**src/rtl/fetch_unit_pkg.sv**
```systemverilog
// rtl/fetch_unit_pkg.sv - shared fetch-stage types: buffer entry struct and PC step helper
package fetch_unit_pkg;

  localparam int unsigned RV32_INST_BYTES = 4;

  // One buffered instruction together with the address it was fetched from
  typedef struct packed {
    logic [31:0] pc;
    logic [31:0] inst;
  } rv32_fetch_entry;

  // Sequential next-fetch address; wraps modulo 2^32
  function automatic logic [31:0] rv32_next_pc(input logic [31:0] pc);
    return pc + 32'(RV32_INST_BYTES);
  endfunction

endpackage

```
**src/rtl/fetch_fifo.sv**
```systemverilog
// rtl/fetch_fifo.sv - synchronous FIFO of fetch entries with push/pop/flush and occupancy count
module fetch_fifo
  import fetch_unit_pkg::*;
#(
  parameter int unsigned DEPTH = 2
) (
  input  logic                           i_clk,
  input  logic                           i_rst_n,
  input  logic                           i_flush,
  input  logic                           i_push,
  input  rv32_fetch_entry                i_wdata,
  input  logic                           i_pop,
  output rv32_fetch_entry                o_rdata,
  output logic                           o_full,
  output logic                           o_empty,
  output logic [$clog2(DEPTH+1)-1:0]     o_count
);

  localparam int unsigned AW = (DEPTH > 1) ? $clog2(DEPTH) : 1;
  localparam int unsigned CW = $clog2(DEPTH + 1);

  rv32_fetch_entry mem_q [DEPTH];
  rv32_fetch_entry mem_d [DEPTH];
  logic [AW-1:0]   wr_ptr_q, wr_ptr_d;
  logic [AW-1:0]   rd_ptr_q, rd_ptr_d;
  logic [CW-1:0]   count_q, count_d;
  logic            do_push, do_pop;

  assign o_full  = (count_q == CW'(DEPTH));
  assign o_empty = (count_q == '0);
  assign o_count = count_q;
  assign o_rdata = mem_q[rd_ptr_q];

  // Full/empty guards keep pointers coherent even if a caller misbehaves
  assign do_push = i_push && !o_full;
  assign do_pop  = i_pop && !o_empty;

  // Next-state for storage, pointers and count; flush discards everything
  always_comb begin
    mem_d    = mem_q;
    wr_ptr_d = wr_ptr_q;
    rd_ptr_d = rd_ptr_q;
    count_d  = count_q;
    if (i_flush) begin
      wr_ptr_d = '0;
      rd_ptr_d = '0;
      count_d  = '0;
    end else begin
      if (do_push) begin
        mem_d[wr_ptr_q] = i_wdata;
        wr_ptr_d        = wr_ptr_q + AW'(1);
      end
      if (do_pop) begin
        rd_ptr_d = rd_ptr_q + AW'(1);
      end
      if (do_push && !do_pop) begin
        count_d = count_q + CW'(1);
      end else if (!do_push && do_pop) begin
        count_d = count_q - CW'(1);
      end
    end
  end

  // Pointer and count registers
  always_ff @(posedge i_clk or negedge i_rst_n) begin
    if (!i_rst_n) begin
      wr_ptr_q <= '0;
      rd_ptr_q <= '0;
      count_q  <= '0;
    end else begin
      wr_ptr_q <= wr_ptr_d;
      rd_ptr_q <= rd_ptr_d;
      count_q  <= count_d;
    end
  end

  // Entry storage; contents are meaningless while the count says empty
  always_ff @(posedge i_clk) begin
    mem_q <= mem_d;
  end

endmodule

```
**src/rtl/fetch_unit.sv**
```systemverilog
// rtl/fetch_unit.sv - instruction fetch stage; define FETCH_MISALIGN_CHECK_EN for misaligned-redirect faults
module fetch_unit
  import fetch_unit_pkg::*;
#(
  parameter logic [31:0] RESET_VECTOR = 32'h0000_0000,
  parameter int unsigned FIFO_DEPTH   = 2
) (
  input  logic        i_clk,
  input  logic        i_rst_n,
  input  logic        i_branch_taken,
  input  logic [31:0] i_branch_addr,
  output logic        o_imem_req,
  output logic [31:0] o_imem_addr,
  input  logic        i_imem_gnt,
  input  logic        i_imem_rvalid,
  input  logic [31:0] i_imem_rdata,
  output logic        o_inst_valid,
  input  logic        i_inst_ready,
  output logic [31:0] o_inst,
  output logic [31:0] o_inst_pc,
  output logic        o_fault,
  output logic [31:0] o_fault_addr
);

  localparam int unsigned    CW          = $clog2(FIFO_DEPTH + 1);
  localparam logic [CW:0]    DEPTH_LIMIT = (CW+1)'(FIFO_DEPTH);

  logic [31:0]     pc_q, pc_d;
  logic [CW-1:0]   outstanding_q, outstanding_d;
  logic [CW-1:0]   discard_q, discard_d;

  logic            grant, resp_keep, pop;
  logic            fault_now;
  logic [31:0]     redirect_pc;
  logic [CW:0]     credit_used;

  rv32_fetch_entry fifo_wdata, fifo_rdata;
  rv32_fetch_entry pcq_wdata, pcq_rdata;
  logic            fifo_full, fifo_empty, pcq_full, pcq_empty;
  logic [CW-1:0]   fifo_count, pcq_count;
  logic            unused_ok;

`ifdef FETCH_MISALIGN_CHECK_EN
  logic        fault_q, fault_d;
  logic [31:0] fault_addr_q, fault_addr_d;

  assign redirect_pc  = i_branch_addr;
  assign fault_now    = fault_q;
  assign o_fault      = fault_q;
  assign o_fault_addr = fault_addr_q;

  // Every redirect re-judges the fault against its own target
  always_comb begin
    fault_d      = fault_q;
    fault_addr_d = fault_addr_q;
    if (i_branch_taken) begin
      fault_d      = |i_branch_addr[1:0];
      fault_addr_d = (|i_branch_addr[1:0]) ? i_branch_addr : '0;
    end
  end

  // Fault flag and captured target
  always_ff @(posedge i_clk or negedge i_rst_n) begin
    if (!i_rst_n) begin
      fault_q      <= 1'b0;
      fault_addr_q <= '0;
    end else begin
      fault_q      <= fault_d;
      fault_addr_q <= fault_addr_d;
    end
  end
`else
  assign redirect_pc  = {i_branch_addr[31:2], 2'b00};
  assign fault_now    = 1'b0;
  assign o_fault      = 1'b0;
  assign o_fault_addr = '0;
`endif

  // A head popped this cycle frees its slot for a same-cycle request,
  // which is what sustains one fetch per cycle with a two-entry buffer.
  assign pop         = !fifo_empty && i_inst_ready;
  assign credit_used = {1'b0, outstanding_q} + {1'b0, fifo_count} - (CW+1)'(pop);

  assign o_imem_req  = !i_branch_taken && !fault_now && (credit_used < DEPTH_LIMIT);
  assign o_imem_addr = pc_q;
  assign grant       = o_imem_req && i_imem_gnt;
  assign resp_keep   = i_imem_rvalid && (discard_q == '0);

  assign o_inst_valid = !fifo_empty;
  assign o_inst       = fifo_rdata.inst;
  assign o_inst_pc    = fifo_rdata.pc;

  assign pcq_wdata  = '{pc: pc_q, inst: 32'h0};
  assign fifo_wdata = '{pc: pcq_rdata.pc, inst: i_imem_rdata};

  assign unused_ok = ^{fifo_full, pcq_full, pcq_empty, pcq_count, pcq_rdata.inst};

  // PCs of live (non-discarded) in-flight requests, oldest first
  fetch_fifo #(.DEPTH(FIFO_DEPTH)) u_pc_queue (
    .i_clk   (i_clk),
    .i_rst_n (i_rst_n),
    .i_flush (i_branch_taken),
    .i_push  (grant),
    .i_wdata (pcq_wdata),
    .i_pop   (resp_keep),
    .o_rdata (pcq_rdata),
    .o_full  (pcq_full),
    .o_empty (pcq_empty),
    .o_count (pcq_count)
  );

  // Returned instructions waiting for decode
  fetch_fifo #(.DEPTH(FIFO_DEPTH)) u_inst_fifo (
    .i_clk   (i_clk),
    .i_rst_n (i_rst_n),
    .i_flush (i_branch_taken),
    .i_push  (resp_keep && !i_branch_taken),
    .i_wdata (fifo_wdata),
    .i_pop   (pop),
    .o_rdata (fifo_rdata),
    .o_full  (fifo_full),
    .o_empty (fifo_empty),
    .o_count (fifo_count)
  );

  // PC, in-flight and drop counters. On redirect every request still in
  // flight is wrong-path, including ones already marked for dropping, so
  // the new drop count is simply what remains outstanding.
  always_comb begin
    pc_d          = pc_q;
    outstanding_d = outstanding_q;
    discard_d     = discard_q;
    if (i_branch_taken) begin
      pc_d          = redirect_pc;
      outstanding_d = outstanding_q - CW'(i_imem_rvalid);
      discard_d     = outstanding_q - CW'(i_imem_rvalid);
    end else begin
      if (grant) begin
        pc_d = rv32_next_pc(pc_q);
      end
      outstanding_d = outstanding_q + CW'(grant) - CW'(i_imem_rvalid);
      if (i_imem_rvalid && (discard_q != '0)) begin
        discard_d = discard_q - CW'(1);
      end
    end
  end

  // Fetch state registers
  always_ff @(posedge i_clk or negedge i_rst_n) begin
    if (!i_rst_n) begin
      pc_q          <= RESET_VECTOR;
      outstanding_q <= '0;
      discard_q     <= '0;
    end else begin
      pc_q          <= pc_d;
      outstanding_q <= outstanding_d;
      discard_q     <= discard_d;
    end
  end

  rvalid_needs_outstanding : assert property (
    @(posedge i_clk) disable iff (!i_rst_n) i_imem_rvalid |-> (outstanding_q != '0)
  );

endmodule

```
**config.mk**
```make
export PLATFORM = sky130hd
export DESIGN_NAME = fetch_unit
export DESIGN_NICKNAME = d
export VERILOG_FILES = /design/src/rtl/fetch_unit_pkg.sv /design/src/rtl/fetch_fifo.sv /design/src/rtl/fetch_unit.sv
export SDC_FILE = /design/constraint.sdc
export NUM_CORES = 1
export LEC_CHECK = 0
export ABC_AREA = 1
export BUFFER_PORTS_ARGS = -buffer_cell sky130_fd_sc_hd__buf_2
export CAP_MARGIN = 20
export CORE_ASPECT_RATIO = 1.1
export CORE_MARGIN = 2
export CORE_UTILIZATION = 55
export CTS_CLUSTER_DIAMETER = 200
export DETAILED_ROUTE_END_ITERATION = 10
export GPL_TIMING_DRIVEN = 0
export PLACE_DENSITY = 0.8
export SYNTH_ARGS = -nofsm -noshare
export SYNTH_HDL_FRONTEND = slang
export SYNTH_SLANG_ARGS = --single-unit
```
**constraint.sdc**
```tcl
create_clock -name i_clk -period 4.8 [get_ports i_clk]
set_input_delay 0.96 -clock i_clk [delete_from_list [all_inputs] [get_ports i_clk]]
set_output_delay 0.96 -clock i_clk [all_outputs]
set_load 0.01 [all_outputs]
```
======== Word-level counts from Yosys, hierarchy flattened ========
Index checks and enable logic that the tools add are counted.
W data, S select, Z words.
storage, ports and cells
  output and inout bits ................... 131
  register bits ........................... 300
  input port bits ......................... 70
  word-level logic and storage cells ...... 116
operators by class
  order comparisons ....................... 7
  eq/ne operators ......................... 2
  bitwise gates (word level) .............. 5
  reduce and logical (&&, ||, !) cells .... 39
  $add $sub $neg .......................... 15
  muxes and demuxes ....................... 31
operators with widths
  operator                 count
  $mux W64                 8
  $bwmux W128              2
  $demux W64 S1            2
  $mux W32                 2
  $add A32 B3 Y32 const B  1
  $mux W2                  9
  $logic_and A1 B1 Y1      16
  $reduce_bool A2 Y1       7
  $logic_not A1 Y1         9
  $ge A2 B2 Y1 const B     4
  $mux W1                  8
  $not A1 Y2               4
  $logic_not A2 Y1         3
  $reduce_bool A3 Y1       2
  $sub A2 B1 Y2 const B    3
  $add A1 B1 Y1 const B    4
  $add A2 B1 Y2 const B    2
  $eq A2 B2 Y1 const B     2
  $lt A2 B1 Y1 const B     2
  $reduce_and A2 Y1        2
  $sub A2 B1 Y2            2
  $add A2 B2 Y3            1
  $lt A3 B2 Y1 const B     1
  $sub A3 B1 Y3            1
  2 further kinds          2

======== Logic depth before layout (Yosys ltp) ========
  word-level depth ........................ 13
  gate-level depth with buffers ........... 18
  mapped depth without buffers ............ 17

======== By module ========
From an unflattened synthesis, not the netlist that was laid out.
second synthesis, totals
  cells, all modules ...................... 1197
  area, all modules ....................... 12764.7 µm²
by module, submodules not included
  module      seq. area each (µm²)  cells each  area each (µm²)  instances
  fetch_fifo  3943.8                372         4919.7           2
  fetch_unit  850.8                 453         2925.3           1

======== Worst setup path after synthesis ========
Ideal clock, no wire load.
  kind .................................... input to register
  from .................................... input i_branch_taken
  to ...................................... register u_inst_fifo.mem_q[0] (netlist name) (enable)
  data arrival time ....................... 3.880 ns
  path buffers ............................ 1
  setup slack ............................. 0.438 ns
  required time ........................... 4.318 ns
  cell stages on the path ................. 4
  setup time .............................. 0.482 ns
  cells stage by stage .................... buf_6 -> inv_4 -> nand2_1 -> nor2_1
between the ends
  longest elaborated chain between the ends .. 4
  elaborated cells on any way between the ends .. 5
  those cells by class .................... bitwise: 1; reduce/logical: 4
RTL lines
  element                          line               source
  start: declaration               fetch_unit.sv:10   input logic i_branch_taken,
  $logic_not A1 Y1                 fetch_unit.sv:117  .i_push (resp_keep && !i_branch_taken),
  $logic_and A1 B1 Y1              fetch_unit.sv:117
  $logic_and A1 B1 Y1              fetch_fifo.sv:35   assign do_push = i_push && !o_full;
  $reduce_and A2 Y1 (no line) (*)  -
  end signal: assignment           fetch_fifo.sv:79   mem_q <= mem_d;
  end: declaration                 fetch_fifo.sv:22   rv32_fetch_entry mem_q [DEPTH];
Mark *: on every way between the ends. The rest lies on a longest branch, timed or not.
A chain may end at the register's enable or synchronous reset.

======== Final worst setup path ========
  from .................................... register u_inst_fifo.count_q[0] (netlist: u_inst_fifo.o_count[0])
  to ...................................... output o_imem_req
between the ends
  longest elaborated chain between the ends .. 6
  elaborated cells on any way between the ends .. 7
  those cells by class .................... add/sub: 2; order compare: 1; reduce/logical: 4
RTL lines
  element                                                                line              source
  start: declaration                                                     fetch_fifo.sv:26  logic [CW-1:0] count_q, count_d;
  start signal: assignment                                               fetch_fifo.sv:73  count_q <= count_d;
  parallel branches: the longest is 3 deep, another holds $add A2 B2 Y3  -
  $sub A3 B1 Y3 (*)                                                      fetch_unit.sv:82  assign credit_used = {1'b0, outstanding_q} + {1'b0, fifo_count} - (CW+1)'(pop);
  $lt A3 B2 Y1 (*)                                                       fetch_unit.sv:84  assign o_imem_req = !i_branch_taken && !fault_now && (credit_used < DEPTH_LIMIT);
  $logic_and A1 B1 Y1 (*)                                                fetch_unit.sv:84
  end: declaration                                                       fetch_unit.sv:12  output logic o_imem_req,
Mark *: on every way between the ends.

==> reports/qor.yml <==
highest_layer: "met4"
drt_iter0_markers: 502
syn_area_per_cell_sq_um: 10.2
gp_congestion: 0.996
hold_viol_final: 0
worstReg2RegEnd: "u_pc_queue.mem_q[52]"
r2r_start: "u_inst_fifo.o_count[0]"
vdd_drop_max_uv: 361
cp-startpoint: "u_inst_fifo.o_count[0]"
fillerInstances: 1295
p_leak_uw: 0.00530
wl_met3_mm: 1.40
die_w_um: 132
synth_area_leaders: "edfxtp_1 (56%), nand2_1 (18%), dfrtp_1 (11%)"
dr_wl_met2_mm: 10.5
drt_first_pass_iters: 6
cp.arrival_ns: 2.80
die-area_sq_um: 19000
grt_max_degree: 43
slew_viol_final: 0
ant_nets: 0
maxCapViolations: 0
required_ns: 3.84
clk_pin_slew_ns: 0.06
htree_levels: 1
cts_hold_buf: 0
ys_top_cells_by_count: "nand2_1 (465), edfxtp_1 (184), nor2_1 (55), dfrtp_1 (42), buf_4 (37)"
yosysWarnings: 0
root_buffer: "clkbuf_16"
rsz0062_at_grt: "false"
fin_ws_ns: 1.04
status: "finished clean"
finalSetupTns_ns: 0
synthFlopType: "edfxtp_1"
row_count: 51
yosysMostFrequentCell: "nand2_1"
grt_usage_pct: 22.4
setup_viol: 0
cts_resized: 0
cts_buffers: 23
critPathLaunchType: "register"
worstHoldPathType: "in2async"
slew-limit-headroom_pct: 40.9
grt-ovfl-total: 0
grt_pass1_vias: 6936
port_buffers: 160
n_antenna_cell: 0
layout_min_cycle_time_ns: 3.76
layout-drive-gt1-share_pct: 21.8
cts_tree: "built"
critPathCaptureType: "primary output"
synth.distinct_cells: 32
synth-seq-cells: 226
synth_top_area_cell: "edfxtp_1"
core_area_sq_um: 17600
pre_cts_ws_ns: 0.761
die_h_um: 144
antenna_found_initial: 0
num_vias: 7258
route.layer.met1.wl_mm: 8.44
cts_buffer_depth: 3
nets: 1267
clock_sink_count: 226
fin_skew_ns: 0.0113
placedCellCount: 1401
crit_type: "reg2out"
synth_area_sq_um: 9860
fin_cells: 1443
power.density_nw_per_um2: 528
synthCells: 963
r2r.worst_path.cells: 11
async_flop_share_pct: 18.6
r2r_setup_slack_ns: 1.20
fin_util_pct: 68.3
synth_seq_area_share_pct: 66.7
wl_per_cell_um: 14.8
vias_per_cell: 5.03
yosysTopAreaCellShare_pct: 56.0
hpwl_mm: 14.8
cts_setup_buffers: 0
drcViolationCount: 0
crit_fanout: 4
num_io_pins: 201
period_share_pct: 78.4
wirelength_mm: 21.4
start_util_pct: 56.0
fmax_mhz: 266
insertion_delay_ns: 0.50
tightest_slew_ns: 0.884
grt_pass1_wl_mm: 33.5
fin_total_pwr_uw: 6340
syn_to_final_growth_pct: 21.9
synth_enable_flop_cells: 184
[cell type report]
| class | count | area, sq um | share of cell area [%] |
|---|---|---|---|
| sequential | 226 | 6580 | 54.7 |
| clock inverter | 14 | 175 | 1.46 |
| tap | 238 | 298 | 2.48 |
| timing repair buffer | 165 | 931 | 7.74 |
| clock buffer | 27 | 591 | 4.91 |
| inverter | 36 | 138 | 1.14 |
| multi-input combinational | 671 | 2900 | 24.1 |
| buffer | 66 | 412 | 3.42 |
[state kept, by name, summed over array words and instances, names as in the netlist, 2 cells and up]
register and cells:
discard_q 2, o_imem_addr 30, outstanding_q 2, u_inst_fifo.mem_q 124, u_inst_fifo.o_count 2, u_pc_queue.mem_q 60
u_pc_queue.o_count 2
[cell families after synthesis]
logic type,share of synthesized area (%)
simple gates,23.6
flops,66.7
buf+inv,5.57
compound gates,1.60
xor+xnor,1.42
fa+ha+maj,1.09
other cells,0.0380
[cell usage in the layout, fill, tap and decap left out, types with 2 or more instances in the layout]
master | synthesis | final
bufinv_16 | 0 | 4
or2_2 | 2 | 2
nor2_1 | 55 | 51
nor2_2 | 5 | 5
nand3_1 | 36 | 36
ha_1 | 7 | 7
a21oi_1 | 5 | 5
clkinv_4 | 0 | 2
buf_6 | 3 | 3
edfxtp_1 | 184 | 184
nand4_1 | 3 | 3
clkinv_1 | 0 | 4
nor2_4 | 1 | 5
o21ai_0 | 14 | 14
xor2_1 | 13 | 13
nand3_2 | 2 | 2
inv_1 | 31 | 31
dfrtp_1 | 42 | 42
inv_2 | 4 | 4
buf_2 | 2 | 162
buf_1 | 3 | 3
o211ai_1 | 6 | 6
clkinv_2 | 0 | 3
conb_1 | 1 | 37
nand2_2 | 2 | 2
xnor2_1 | 3 | 3
clkbuf_16 | 0 | 23
buf_16 | 0 | 4
nand3b_1 | 9 | 9
nand2_1 | 465 | 465
clkbuf_1 | 21 | 25
buf_4 | 37 | 37
nor3_1 | 2 | 2
[how the worst max path moves through the flow]
stage | to | slack (ns) | cells past startpoint
floorplan | u_inst_fifo.mem_q[0] | 0.44 | 4
global placement | u_inst_fifo.mem_q[57] | -1.10 | 5
detailed placement | u_pc_queue.mem_q[56] | 0.76 | 10
CTS | o_imem_req | 1.03 | 10
global route | o_imem_req | 0.86 | 11
finish | o_imem_req | 1.04 | 10
[power breakdown]
part	internal, uW	switching, uW
Sequential	2520	308
Clock	1100	706
Combinational	603	1110
Total	4220	2120
[per-layer routing]
layer | up-vias | track usage [%]
met4 | 0 | 12.4
li1 | 3530 | -
met5 | - | 0
met3 | 74 | 2.63
met1 | 3336 | 27.7
met2 | 318 | 38.9
[stage by stage]
stage | hold slack, ns | instance area (sq um)
global placement | 0.493 | 11100
CTS | 0.523 | 12000
floorplan | 0.471 | 10000
global route | 0.331 | 12000
detailed placement | 0.505 | 11200
finish | 0.335 | 12000
[worst max-delay path: stages, from the launching register on]
cell and delay [ns]:
dfrtp_1 0.40, inv_1 0.11, nand2_1 0.10, nand2_1 0.11, inv_1 0.09, ha_1 0.26, or2_2 0.30, fa_1 0.49
nand2_1 0.11, nor2_4 0.18, buf_2 0.15
No activity file was read; power rests on OpenSTA's default activity.
